<file path="src/rtl/i2s_rx.sv">
// I2S (Philips format) slave receiver: oversamples sclk/ws/sd in the clk domain
// and deserialises frames into left-justified signed left/right samples.
module i2s_rx #(
  parameter int SAMPLE_WIDTH  = 24,
  parameter int MAX_SLOT_BITS = 64
) (
  input  logic                    clk,
  input  logic                    ic_n,
  input  logic                    i2s_sclk,
  input  logic                    i2s_ws,
  input  logic                    i2s_sd,
  output logic                    sample_valid,
  output logic [SAMPLE_WIDTH-1:0] sample_l,
  output logic [SAMPLE_WIDTH-1:0] sample_r,
  output logic                    frame_err,
  output logic                    locked
);

  localparam int CW = $clog2(MAX_SLOT_BITS + 1);
  localparam logic [CW-1:0] SW_C  = CW'(SAMPLE_WIDTH);
  localparam logic [CW-1:0] MAX_C = CW'(MAX_SLOT_BITS);

  typedef enum logic {SYNC_WAIT, RUN} state_t;

  state_t                  state;
  logic                    sclk_m, sclk_s, sclk_d;
  logic                    ws_m, ws_s;
  logic                    sd_m, sd_s;
  logic                    rise;
  logic                    ws_prev;
  logic [CW-1:0]           bit_cnt;
  logic [SAMPLE_WIDTH-1:0] shreg;
  logic [SAMPLE_WIDTH-1:0] left_hold;

  logic [SAMPLE_WIDTH-1:0] shifted;
  logic [CW-1:0]           captured;
  logic [SAMPLE_WIDTH-1:0] commit;
  logic                    short_slot;

  // All three inputs see the same two-flop delay so ws/sd line up with the rise.
  always_ff @(posedge clk or negedge ic_n) begin
    if (!ic_n) begin
      sclk_m <= 1'b0;
      sclk_s <= 1'b0;
      sclk_d <= 1'b0;
      ws_m   <= 1'b0;
      ws_s   <= 1'b0;
      sd_m   <= 1'b0;
      sd_s   <= 1'b0;
    end else begin
      sclk_m <= i2s_sclk;
      sclk_s <= sclk_m;
      sclk_d <= sclk_s;
      ws_m   <= i2s_ws;
      ws_s   <= ws_m;
      sd_m   <= i2s_sd;
      sd_s   <= sd_m;
    end
  end

  assign rise = sclk_s & ~sclk_d;

  always_comb begin
    shifted    = shreg;
    captured   = SW_C;
    if (bit_cnt < SW_C) begin
      shifted  = {shreg[SAMPLE_WIDTH-2:0], sd_s};
      captured = bit_cnt + CW'(1);
    end
    commit     = shifted << (SW_C - captured);
    short_slot = (captured < SW_C);
  end

  always_ff @(posedge clk or negedge ic_n) begin
    if (!ic_n) begin
      state        <= SYNC_WAIT;
      ws_prev      <= 1'b0;
      bit_cnt      <= '0;
      shreg        <= '0;
      left_hold    <= '0;
      sample_valid <= 1'b0;
      sample_l     <= '0;
      sample_r     <= '0;
      frame_err    <= 1'b0;
      locked       <= 1'b0;
    end else begin
      sample_valid <= 1'b0;
      frame_err    <= 1'b0;
      if (rise) begin
        case (state)
          SYNC_WAIT: begin
            ws_prev <= ws_s;
            if (ws_prev && !ws_s) begin
              state   <= RUN;
              locked  <= 1'b1;
              bit_cnt <= '0;
              shreg   <= '0;
            end
          end
          RUN: begin
            if (ws_s == ws_prev) begin
              if (bit_cnt < SW_C) shreg <= shifted;
              bit_cnt <= (bit_cnt == MAX_C) ? MAX_C : bit_cnt + CW'(1);
              if (bit_cnt == MAX_C - CW'(1)) begin
                frame_err <= 1'b1;
                state     <= SYNC_WAIT;
                locked    <= 1'b0;
                shreg     <= '0;
                left_hold <= '0;
              end
            end else begin
              // ws flipped: this bit is the last bit of the ending channel
              frame_err <= short_slot;
              if (ws_prev) begin
                sample_l     <= left_hold;
                sample_r     <= commit;
                sample_valid <= 1'b1;
              end else begin
                left_hold <= commit;
              end
              shreg   <= '0;
              bit_cnt <= '0;
              ws_prev <= ws_s;
            end
          end
          default: state <= SYNC_WAIT;
        endcase
      end
    end
  end

endmodule

</file>
<file path="config.mk">
export PLATFORM = sky130hd
export DESIGN_NAME = i2s_rx
export DESIGN_NICKNAME = d
export VERILOG_FILES = /design/src/rtl/i2s_rx.sv
export SDC_FILE = /design/constraint.sdc
export NUM_CORES = 1
export LEC_CHECK = 0
export ABC_AREA = 1
export BUFFER_PORTS_ARGS = -buffer_cell sky130_fd_sc_hd__buf_2
export CORE_MARGIN = 10
export CORE_UTILIZATION = 54
export DETAILED_ROUTE_END_ITERATION = 8
export PLACE_DENSITY_LB_ADDON = 0.1
export SYNTH_ARGS = -nofsm -noshare
export SYNTH_HDL_FRONTEND = slang
export SYNTH_SLANG_ARGS = --single-unit
</file>
<file path="constraint.sdc">
create_clock -name clk -period 2.4 [get_ports clk]
set_clock_uncertainty 0.15 [all_clocks]
set_input_delay 0.36 -clock clk [delete_from_list [all_inputs] [get_ports clk]]
set_output_delay 0.36 -clock clk [all_outputs]
set_load 0.01 [all_outputs]
</file>
After elaboration in Yosys (flattened, before gate mapping)
Index checks and enable logic that the tools add are counted.

Add/sub/neg operators: 2. Magnitude comparators: 2. Eq/ne operators: 10. Shift-type cells: 1. Mux-type cells: 32. Bitwise logic cells: 4. Reduce and logical (&&, ||, !) cells: 8.

Operator list (count): $mux W24 (8); $pmux W24 S2 (1); $mux W7 (4); $shl A24 B7 Y24 (1); $mux W1 (15); $lt A7 B5 Y1 const B (2); $pmux W7 S2 (1); $reduce_and A4 Y1 (3); $ne A2 B1 Y1 const B (4); $add A7 B1 Y7 const B (1); $eq A7 B6 Y1 const B (1); $eq A7 B7 Y1 const B (1); $sub A5 B7 Y7 const A (1); $pmux W1 S2 (3); $ne A2 B2 Y1 const B (2); $ne A4 B2 Y1 const B (1); $reduce_and A2 Y1 (2); $not A1 Y1 (3); $reduce_and A3 Y1 (1); $and A1 B1 Y1 (1); $eq A1 B1 Y1 (1); $logic_and A1 B1 Y1 (1); $logic_not A1 Y1 (1).

Flip-flop bits (word level): 115. Output and inout bits: 51. Logic and storage cells: 76.

Longest topological paths before layout
Gate-level depths: netlist of the first run.

Depth in word-level cells: 6. Depth in mapped cells: 18.

Least setup slack after synthesis of the first run
Ideal clock, no wire load.

Path type: flip-flop to flip-flop. Start point: reg bit_cnt[5]. End point: reg left_hold[19]. Setup time: 118 ps. Arrival: 2376 ps. Data required time: 2132 ps. Slack: -243 ps. Stages on the path, launching flop included: 16. Path buffers: 2. Cell sequence: dfrtp_1 -> nor2_4 -> nand2_4 -> nor2_4 -> inv_2 -> buf_2 -> ha_1 -> inv_1 -> buf_1 -> nand3_1 -> nand2_1 -> nand2_1 -> nand3_1 -> nand3_1 -> nand3_1 -> nand2_1.

Longest elaborated chain between the ends: 6. Elaborated cells on any way between the ends: 11. Those cells by class: 2 x add/sub; 1 x order compare; 2 x eq/ne; 1 x shift; 4 x mux; 1 x reduce/logical.

RTL lines: start, declared (RTL line 31) `logic [CW-1:0] bit_cnt;`; start signal, assigned (RTL line 103) `bit_cnt <= (bit_cnt == MAX_C) ? MAX_C : bit_cnt + CW'(1);`; $add A7 B1 Y7 / $lt A7 B5 Y1 (equally long branches) (RTL line 68, 66); $mux W7 (RTL line 66) `if (bit_cnt < SW_C) begin`; $sub A5 B7 Y7 (RTL line 70) `commit = shifted << (SW_C - captured);`; $shl A24 B7 Y24 (RTL line 70); $mux W24 (RTL line 114) `if (ws_prev) begin`; $mux W24 (RTL line 101) `if (ws_s == ws_prev) begin`; end signal, assigned (RTL line 119) `left_hold <= commit;`; end, declared (RTL line 33) `logic [SAMPLE_WIDTH-1:0] left_hold;`.

Parallel ways exist; a longest one is shown, timed or not. The select of a mux whose other input is x is not followed. A chain may end at the register's enable or synchronous reset.

Final worst setup path of the first run
Start point: reg bit_cnt[5]. End point: reg left_hold[17].

Same word-level chain as after synthesis.

==> results.md, run 1 <==
Global route:
- The number of global-route vias before repair came to 5699.
- The most used routing layer in global routing is met2.
- For this run, global-route usage on met2 was measured as 0.338.
- The wire length of the first global-routing pass is 28500 microns.
- In the global route stage, met1 resource usage came out at 0.279.
- The aggregate global routing overflow is 0.
- The initial antenna violation count was 0.
- For this run, global-route usage on met3 was measured as 0.0467.
- In the global route stage, overall resource usage came out at 0.212.
- The largest net degree at the start of global routing is 60.

STA:
- The shortest period the worst path allows is 2.48 ns.
- The setup total negative slack is -1.01 ns.
- Setup repair after global routing could not meet its margin everywhere.
- The final period utilization is 1.03.
- The total of endpoints with negative setup slack in the final report is 30.
- The number of failing hold endpoints at the final stage is 0.
- The worst pin sits at a relative slew slack of 0.605.
- For the pin with the worst max-slew slack, the measured transition is 0.585 ns.
- The number of slew-limit violations in the final report is 0.
- After layout, the worst setup slack is -0.0781 ns.
- The maximum achievable frequency is 404 MHz.

CTS:
- The number of buffers created by CTS is 17.
- Counting every sink on the clock net gives 115.
- The clock root buffer master is sky130_fd_sc_hd__clkbuf_16.
- The H-tree depth is 4.
- TritonCTS built the clock tree.
- Clock-pin slew was measured on the worst setup and hold paths at 0.06 ns.
- No sink is reached through more buffers than the 2 on the longest clock path.
- The insertion delay to the later sink of the worst-skew pair is 0.42 ns.

Yosys:
- The number of synthesized flops with an enable pin is 0.
- For this run, asynchronously set or reset flops after synthesis account for 1.00.
- The average instance in the mapped netlist occupies 7.53 sq um.
- The post-synthesis cell count is 829.
- The post-synthesis instance area is 0.00624 sq mm.
- During synthesis, Yosys emitted a total of 0 warnings.
- The count of different cell masters after synthesis is 39.
- Counting every net in the synthesized netlist gives 839.
- The main flop type after synthesis is sky130_fd_sc_hd__dfrtp_1.
- The share of the Yosys chip area taken by registers is 0.461.
- The number of storage elements in the synthesis netlist is 115.

Final layout:
- The top cell types in the final layout, fill and taps aside, are 262 x sky130_fd_sc_hd__nand2_1, 115 x sky130_fd_sc_hd__dfrtp_1, 93 x sky130_fd_sc_hd__nand3_2, 65 x sky130_fd_sc_hd__nand3_1, 54 x sky130_fd_sc_hd__buf_2.
- Compared with the post-synthesis result, the final layout area differs by 35.7%.
- The final net count is 922.
- In the final layout, the share of cells above drive strength 1 is 0.352.
- In the final layout, flip-flops and latches occupy 0.00288 sq mm.
- Counting the fill cells in the layout gives 845.
- The multi-input combinational cells in the finished layout cover a total of 0.00367 sq mm.
- The number of antenna diodes is 0.
- The commonest non-fill, non-tap cell in the layout is sky130_fd_sc_hd__nand2_1.

Die:
- The die area is 0.0163 sq mm.
- The initial cell density of the core is 0.549.
- The die boundary height is 127 microns.
- The placeable core region is 0.0114 sq mm.
- The total I/O pin count is 56.
- The number of standard-cell rows in the floorplan is 39.
- The horizontal die dimension is 127 microns.

Critical path:
- STA puts the critical path data required time at 2.55 ns.
- STA classifies the critical path startpoint as a flop.
- By startpoint and endpoint, the worst setup path is classified as flop to flop.
- The worst endpoint data arrival time is 2.63 ns.
- In this run the worst path has a maximum fanout of 8.
- The kind of end point of the critical path is a flop.

Drt:
- The wire length per cell is 16.6 microns.
- The number of nets still failing antenna checks after routing is 0.
- The total DRC errors in the routed layout is 0.
- Summed over all layers, the routed wires come to 17700 microns.
- The first routing iteration left 521 violations.
- The routed layout has 5952 vias.
- The number of detailed-route iterations in the first pass is 5.
- After detailed routing, the number of vias per cell comes to 5.57.

Placement:
- The routability-driven placement congestion ratio is 0.873.
- The post-placement worst setup slack is -0.0405 ns.
- The number of buffer cells added on primary ports is 55.
- The post-DP HPWL is 11400 microns.

Run status:
- The checks that failed: setup timing.
- The flow ran to the end, but the final reports show violations.

Worst hold path:
- The worst hold path class is flop to flop.

Power and ir drop:
- The internal power of the cells totals 6.40 mW.
- The share of total power dissipated in combinational logic is 0.602.
- Summed over all nets, the switching power comes to 5.86 mW.
- The cell area power density is 1450 mW/mm^2.
- The share of total power dissipated in sequential elements is 0.188.
- The share of total power dissipated in the clock network is 0.210.
- The leakage power of the design is 4.16 nW.
- The fraction of power spent switching nets is 0.478.
- IR analysis of the VDD net gives a maximum drop of 1.19 mV.

Job:
- Across the run, the number of max-cap violations was 0.
[critical path: stages, from the launching register on]
cell                        delay, ns
sky130_fd_sc_hd__dfrtp_1         0.41
sky130_fd_sc_hd__nor2_4          0.16
sky130_fd_sc_hd__nand2_4         0.11
sky130_fd_sc_hd__nor2_4          0.13
sky130_fd_sc_hd__inv_2           0.06
sky130_fd_sc_hd__ha_4            0.16
sky130_fd_sc_hd__nand2_4         0.08
sky130_fd_sc_hd__nand3_4         0.16
sky130_fd_sc_hd__clkbuf_16       0.24
sky130_fd_sc_hd__nand3_2         0.08
sky130_fd_sc_hd__nand3_1         0.11
sky130_fd_sc_hd__nand2_2         0.10
sky130_fd_sc_hd__nand2_2         0.07
sky130_fd_sc_hd__nand3_2         0.09
sky130_fd_sc_hd__nand3_4         0.09
sky130_fd_sc_hd__nand3_2         0.08
sky130_fd_sc_hd__nand2_2         0.06
[per-layer routing]
layer / up-vias / share of wire
met4: 0 / 0.016
li1: 2888 / -
met3: 21 / 0.052
met1: 2878 / 0.44
met2: 165 / 0.49
met5: - / 0
[path summary, 6_finish.rpt]
kind | from | end | slack (ns) | cells after the start
max | bit_cnt[5] | left_hold[17] | -0.08 | 16
min | ws_m | ws_s | 0.20 | 0
max reg2reg | bit_cnt[5] | left_hold[17] | -0.08 | 16
min reg2reg | ws_m | ws_s | 0.20 | 0
max in group asynchronous | ic_n | shreg[12] | 1.48 | 3
min in group asynchronous | ic_n | sample_r[1] | 0.34 | 3
[logic make-up after synthesis]
logic type | share of synthesized area
compound gates | 0.0816
buf+inv | 0.0800
xor+xnor | 0.00542
fa+ha+maj | 0.0100
simple gates | 0.362
flops | 0.461
[power by group through the flow]
| stage | clock (mW) | sequential, mW | combinational [mW] |
|---|---|---|---|
| 5_1_grt | 2.66 | 2.34 | 8.00 |
| 3_3_place_gp | 0 | 2.32 | 5.65 |
| 2_1_floorplan | 0 | 2.38 | 3.83 |
| 6_report | 2.57 | 2.31 | 7.38 |
| 3_5_place_dp | 0 | 2.34 | 5.66 |
| 4_1_cts | 2.58 | 2.31 | 5.81 |
[per-stage QoR]
stage | total power [mW] | util | hold slack (ns) | area (sq um) | cells
floorplan | 6.21 | - | -0.0856 | 6270 | 829
global placement | 7.97 | 0.606 | 0.183 | 6900 | 1021
detailed placement | 8.00 | 0.606 | 0.186 | 6900 | 1021
CTS | 10.7 | 0.667 | 0.204 | 7580 | 1058
global route | 13.0 | 0.744 | 0.215 | 8460 | 1068
finish | 12.3 | 0.744 | 0.201 | 8460 | 1068
[area by class of cell]
type,count,share of cell area
multi-input combinational,614,0.434
sequential,115,0.340
timing repair buffer,110,0.110
clock buffer,21,0.0556
inverter,54,0.0247
tap,143,0.0211
clock inverter,11,0.0149
[state kept, by name, summed over array words and instances, names as in the netlist]
| signal | cells |
|---|---|
| sample_l | 24 |
| sd_s | 1 |
| ws_prev | 1 |
| ws_s | 1 |
| bit_cnt | 7 |
| locked | 1 |
| state | 1 |
| ws_m | 1 |
| sclk_s | 1 |
| left_hold | 24 |
| sclk_d | 1 |
| sclk_m | 1 |
| shreg | 24 |
| sample_valid | 1 |
| sample_r | 24 |
| sd_m | 1 |
| frame_err | 1 |
[synth_stat cells, types with 5 or more instances]
| master | count | area, sq um |
|---|---|---|
| sky130_fd_sc_hd__nand2_1 | 303 | 1140 |
| sky130_fd_sc_hd__nand3_1 | 170 | 851 |
| sky130_fd_sc_hd__dfrtp_1 | 115 | 2880 |
| sky130_fd_sc_hd__inv_1 | 48 | 180 |
| sky130_fd_sc_hd__o21ai_0 | 35 | 175 |
| sky130_fd_sc_hd__o21ai_1 | 32 | 160 |
| sky130_fd_sc_hd__nor2_1 | 17 | 63.8 |
| sky130_fd_sc_hd__clkbuf_1 | 14 | 52.6 |
| sky130_fd_sc_hd__buf_2 | 13 | 65.1 |
| sky130_fd_sc_hd__a21oi_1 | 9 | 45.0 |
| sky130_fd_sc_hd__buf_6 | 9 | 101 |
| sky130_fd_sc_hd__buf_1 | 5 | 18.8 |
| sky130_fd_sc_hd__buf_4 | 5 | 37.5 |
| sky130_fd_sc_hd__ha_1 | 5 | 62.6 |
| sky130_fd_sc_hd__nand2_2 | 5 | 31.3 |
[repair_timing]
item	CTS	global route
hold buffers	4	0
pin swaps	0	35
resized for setup	10	168
endpoints found under the setup margin	23	48
hold endpoints to repair	118	0
buffers inserted	1	5
cloned	0	5
Power figures use the tool's default switching activity.
==> run 2: changes to the inputs <==
--- a/config.mk
+++ b/config.mk
@@ -5,7 +5,6 @@
 export SDC_FILE = /design/constraint.sdc
 export NUM_CORES = 1
 export LEC_CHECK = 0
-export ABC_AREA = 1
 export BUFFER_PORTS_ARGS = -buffer_cell sky130_fd_sc_hd__buf_2
 export CORE_MARGIN = 10
 export CORE_UTILIZATION = 54
==> run 2 against run 1 <==
The run still ends with setup timing left. Non-clock buffer count increased by 108. Maximum frequency decreased by 15%. Register-to-register slack got worse by 0.44 ns. Critical path depth decreased by 5. Clock-buffer cell count decreased by 2. Hold slack got worse by 0.0076 ns. First-iteration DRC count decreased by 20%.
==> results.md, run 2 <==
Power and ir drop:
- IR analysis of the VDD net gives a maximum drop of 0.913 mV.
- The total power of the final layout is 10.3 mW.
- For this design the static power due to leakage is 4.46 nW.
- Dividing total power by cell area gives a power density of 1100 mW/mm^2.

Yosys:
- The Yosys step of the flow raised 0 warnings.
- The post-synthesis instance area is 0.00634 sq mm.
- The number of storage elements in the synthesis netlist is 115.
- Yosys mapped the design onto 69 distinct sky130hd cell types.
- The synthesized area per cell is 9.79 sq um.
- The share of Yosys cell area claimed by the top area cell type is 0.454.
- By area the synthesized netlist is led by sky130_fd_sc_hd__dfrtp_1 45%, sky130_fd_sc_hd__nand2_1 7.9%, sky130_fd_sc_hd__mux2_2 4.8%.
- The most repeated cell in the gate-level netlist after synthesis is sky130_fd_sc_hd__nand2_1.
- The total nets after synthesis is 658.
- Synthesis handed over a netlist of 648 instances.
- Counting flops with an async set or reset pin after synthesis yields a share of 1.00.
- The sequential share of the synthesized area is 0.454.
- The post-synthesis cell type with the largest combined area is sky130_fd_sc_hd__dfrtp_1.
- In the synthesized netlist the dominant register cell turns out to be sky130_fd_sc_hd__dfrtp_1.
- Counting instances in the post-synthesis netlist gives the leading cell types as 133 x sky130_fd_sc_hd__nand2_1, 115 x sky130_fd_sc_hd__dfrtp_1, 40 x sky130_fd_sc_hd__o21ai_0.
- Yosys mapped a number of flops with a built-in enable equal to 0.

Drt:
- After detailed routing, the number of vias per cell comes to 5.95.
- The post-detailed-routing wire length is 19500 microns.
- The routed layout has 5950 vias.
- The starting DRC count in detailed routing is 419.
- After detailed routing, the average wire length per cell comes to 19.5 microns.
- The number of nets still failing antenna checks after routing is 0.
- The first TritonRoute pass finished after 6 iterations.
- For this run, design rule violations remaining after detail routing come to 0.

Global route:
- The initial antenna violation count is 0.
- Entering global routing, the biggest net connects 65 pins.
- Across every metal layer, demand over resource in global routing totals 0.237.
- The first global-routing pass estimated 31200 microns of wire.
- The number of global-route vias before repair is 5882.
- The aggregate global routing overflow is 0.

STA:
- The number of slew-limit violations in the final report is 0.
- Setup repair after global routing could not meet its margin everywhere.
- The setup total negative slack is -17.23 ns.
- The shortest period the worst path allows is 2.92 ns.
- In the finished design, the share of the clock period the worst path needs comes to 1.22.
- After layout, the worst setup slack is -0.520 ns.
- Measured against its own limit, the worst slew margin works out to 0.610.
- The number of failing hold endpoints at the final stage came to 0.
- Setup violations remaining at the end of the flow were counted as 48.
- For the pin with the worst max-slew slack, the measured transition is 0.582 ns.
- Static timing analysis puts the maximum clock frequency at 342 MHz.

Final layout:
- The repair_antennas step left the layout with diodes totalling 0.
- The library cell used most frequently in the layout, excluding fill and tap cells, is sky130_fd_sc_hd__nand2_1.
- The fraction of final layout cells with drive strength greater than 1 is 0.466.
- Relative to the synthesized area, the layout overhead comes to 48.4%.
- The multi-input combinational cells in the finished layout cover a total of 0.00397 sq mm.
- The area of all sequential standard cells is 0.00288 sq mm.
- The final net count is 854.
- The number of filler cells placed in the layout is 690.
- The library cells used most frequently in the layout, excluding fill and tap cells, are 123 x sky130_fd_sc_hd__nand2_1, 117 x sky130_fd_sc_hd__buf_4, 114 x sky130_fd_sc_hd__dfrtp_1, 54 x sky130_fd_sc_hd__buf_2, 34 x sky130_fd_sc_hd__a22o_1.

Critical path:
- The worst stage delay on the critical path is 0.51 ns.
- On the critical path, the stage with the largest delay is an instance of sky130_fd_sc_hd__mux4_2.
- Counting both buffers and inverters, the worst setup path holds a total of 1.
- For the worst setup path, the data required time is 2.57 ns.
- The path length in cells of the critical path is 11.
- The worst reg-to-reg path cell count is 11.
- Along the worst path, the maximum fanout reaches 6.
- The critical path startpoint category is a flop.
- The class of the most critical setup path is flop to flop.
- The cell type group with the largest total delay on the critical path is compound AO/OA/AOI/OAI gates.
- Data on the critical path arrives at its endpoint at 3.09 ns.
- The kind of end point of the critical path is a flop.
- Traced cell by cell, the critical path runs through a211oi_4 -> buf_6 -> nand2_4 -> ha_4 -> mux4_2 -> nand2_2 -> o21ai_2 -> mux2_4 -> a21oi_4 -> o21ai_2 -> a221o_1.
- The cell repeated most along the worst path is sky130_fd_sc_hd__o21ai_2.

Die:
- The initial cell density of the core is 0.553.
- The floorplan step defined a core boundary enclosing 0.0115 sq mm.
- The total I/O pin count is 56.
- Row generation in the floorplan step produced 39 rows.
- The die area is 0.0165 sq mm.
- The die boundary height is 128 microns.
- From left edge to right edge, the die measures 128 microns.

CTS:
- The clock root buffer master is sky130_fd_sc_hd__clkbuf_16.
- The insertion delay to the later sink of the worst-skew pair is 0.43 ns.
- In this run the number of H-tree levels came out at 4.
- The clock tree from TritonCTS is yes.
- Buffers inserted during clock tree synthesis total 17.
- In this run the deepest clock path goes through 2 buffers.
- The tree built by TritonCTS fans out to 115 sinks.
- Clock-pin slew was measured on the worst setup and hold paths at 0.06 ns.

Run status:
- The flow ran to the end, but the final reports show violations.
- The checks that failed: setup timing.

Placement:
- In this run the tool buffered the top-level ports with 55 buffer cells.
- The wire-length estimate of the detail-placed layout is 13300 microns.
- Routability-driven placement finished with a final weighted congestion of 0.967.
- The post-placement worst setup slack is -0.685 ns.

Worst hold path:
- The worst hold path belongs to the class input port to asynchronous set/reset pin.

Job:
- The max capacitance violation total is 0.
run 2: cell families (layout without fill, tap and decap cells):
| group | Yosys count | in the layout | synth area share |
|---|---|---|---|
| compound gates | 181 | 181 | 0.209 |
| xor+xnor | 5 | 5 | 0.0105 |
| fa+ha+maj | 5 | 5 | 0.00986 |
| buf+inv | 50 | 259 | 0.0369 |
| flops | 115 | 115 | 0.454 |
| mux | 64 | 64 | 0.123 |
| simple gates | 228 | 228 | 0.157 |
run 2: layout make-up:
cell class | count | share of cell area
tap | 143 | 0.0190
timing repair buffer | 218 | 0.188
sequential | 115 | 0.306
inverter | 9 | 0.00439
clock buffer | 19 | 0.0481
clock inverter | 13 | 0.0133
multi-input combinational | 483 | 0.421
run 2: timing repair:
action | in CTS | in global routing
endpoints found under the hold margin | 82 | 0
endpoints found under the setup margin | 48 | 54
pin swaps | 53 | 26
hold buffers | 4 | 0
cloned | 0 | 1
buffers inserted | 27 | 8
gates resized for setup | 140 | 32
run 2: through the flow:
stage	hold slack, ns	area (sq um)	instances	util
6_report	0.194	9420	1000	0.821
2_1_floorplan	-0.0856	6560	648	-
3_5_place_dp	0.0888	7780	930	0.678
3_3_place_gp	0.0829	7780	930	0.678
5_1_grt	0.212	9420	1000	0.821
4_1_cts	0.187	9200	992	0.802
run 2: path summary, 6_finish.rpt:
path,from,end,slack (ns)
setup / recovery,bit_cnt[3],left_hold[19],-0.52
hold / removal,ic_n,sample_l[2],0.19
setup reg to reg,bit_cnt[3],left_hold[19],-0.52
hold reg to reg,sclk_m,sclk_s,0.21
max in group asynchronous,ic_n,bit_cnt[0],1.18
min in group clk,sclk_m,sclk_s,0.21
run 2: where the power goes:
part | internal [mW] | switching [mW] | total [mW]
sequential | 2.12 | 0.144 | 2.26
combinational | 2.68 | 2.95 | 5.63
clock | 1.48 | 0.970 | 2.45
total | 6.28 | 4.07 | 10.3
run 2: routing by layer:
metal  up-vias  GRT usage  wire, microns
li1       2764          -              -
met1      2934      0.298           8180
met2       198      0.386           9560
met3        54     0.0567           1170
met4         0     0.0947            579
met5         -          0              0
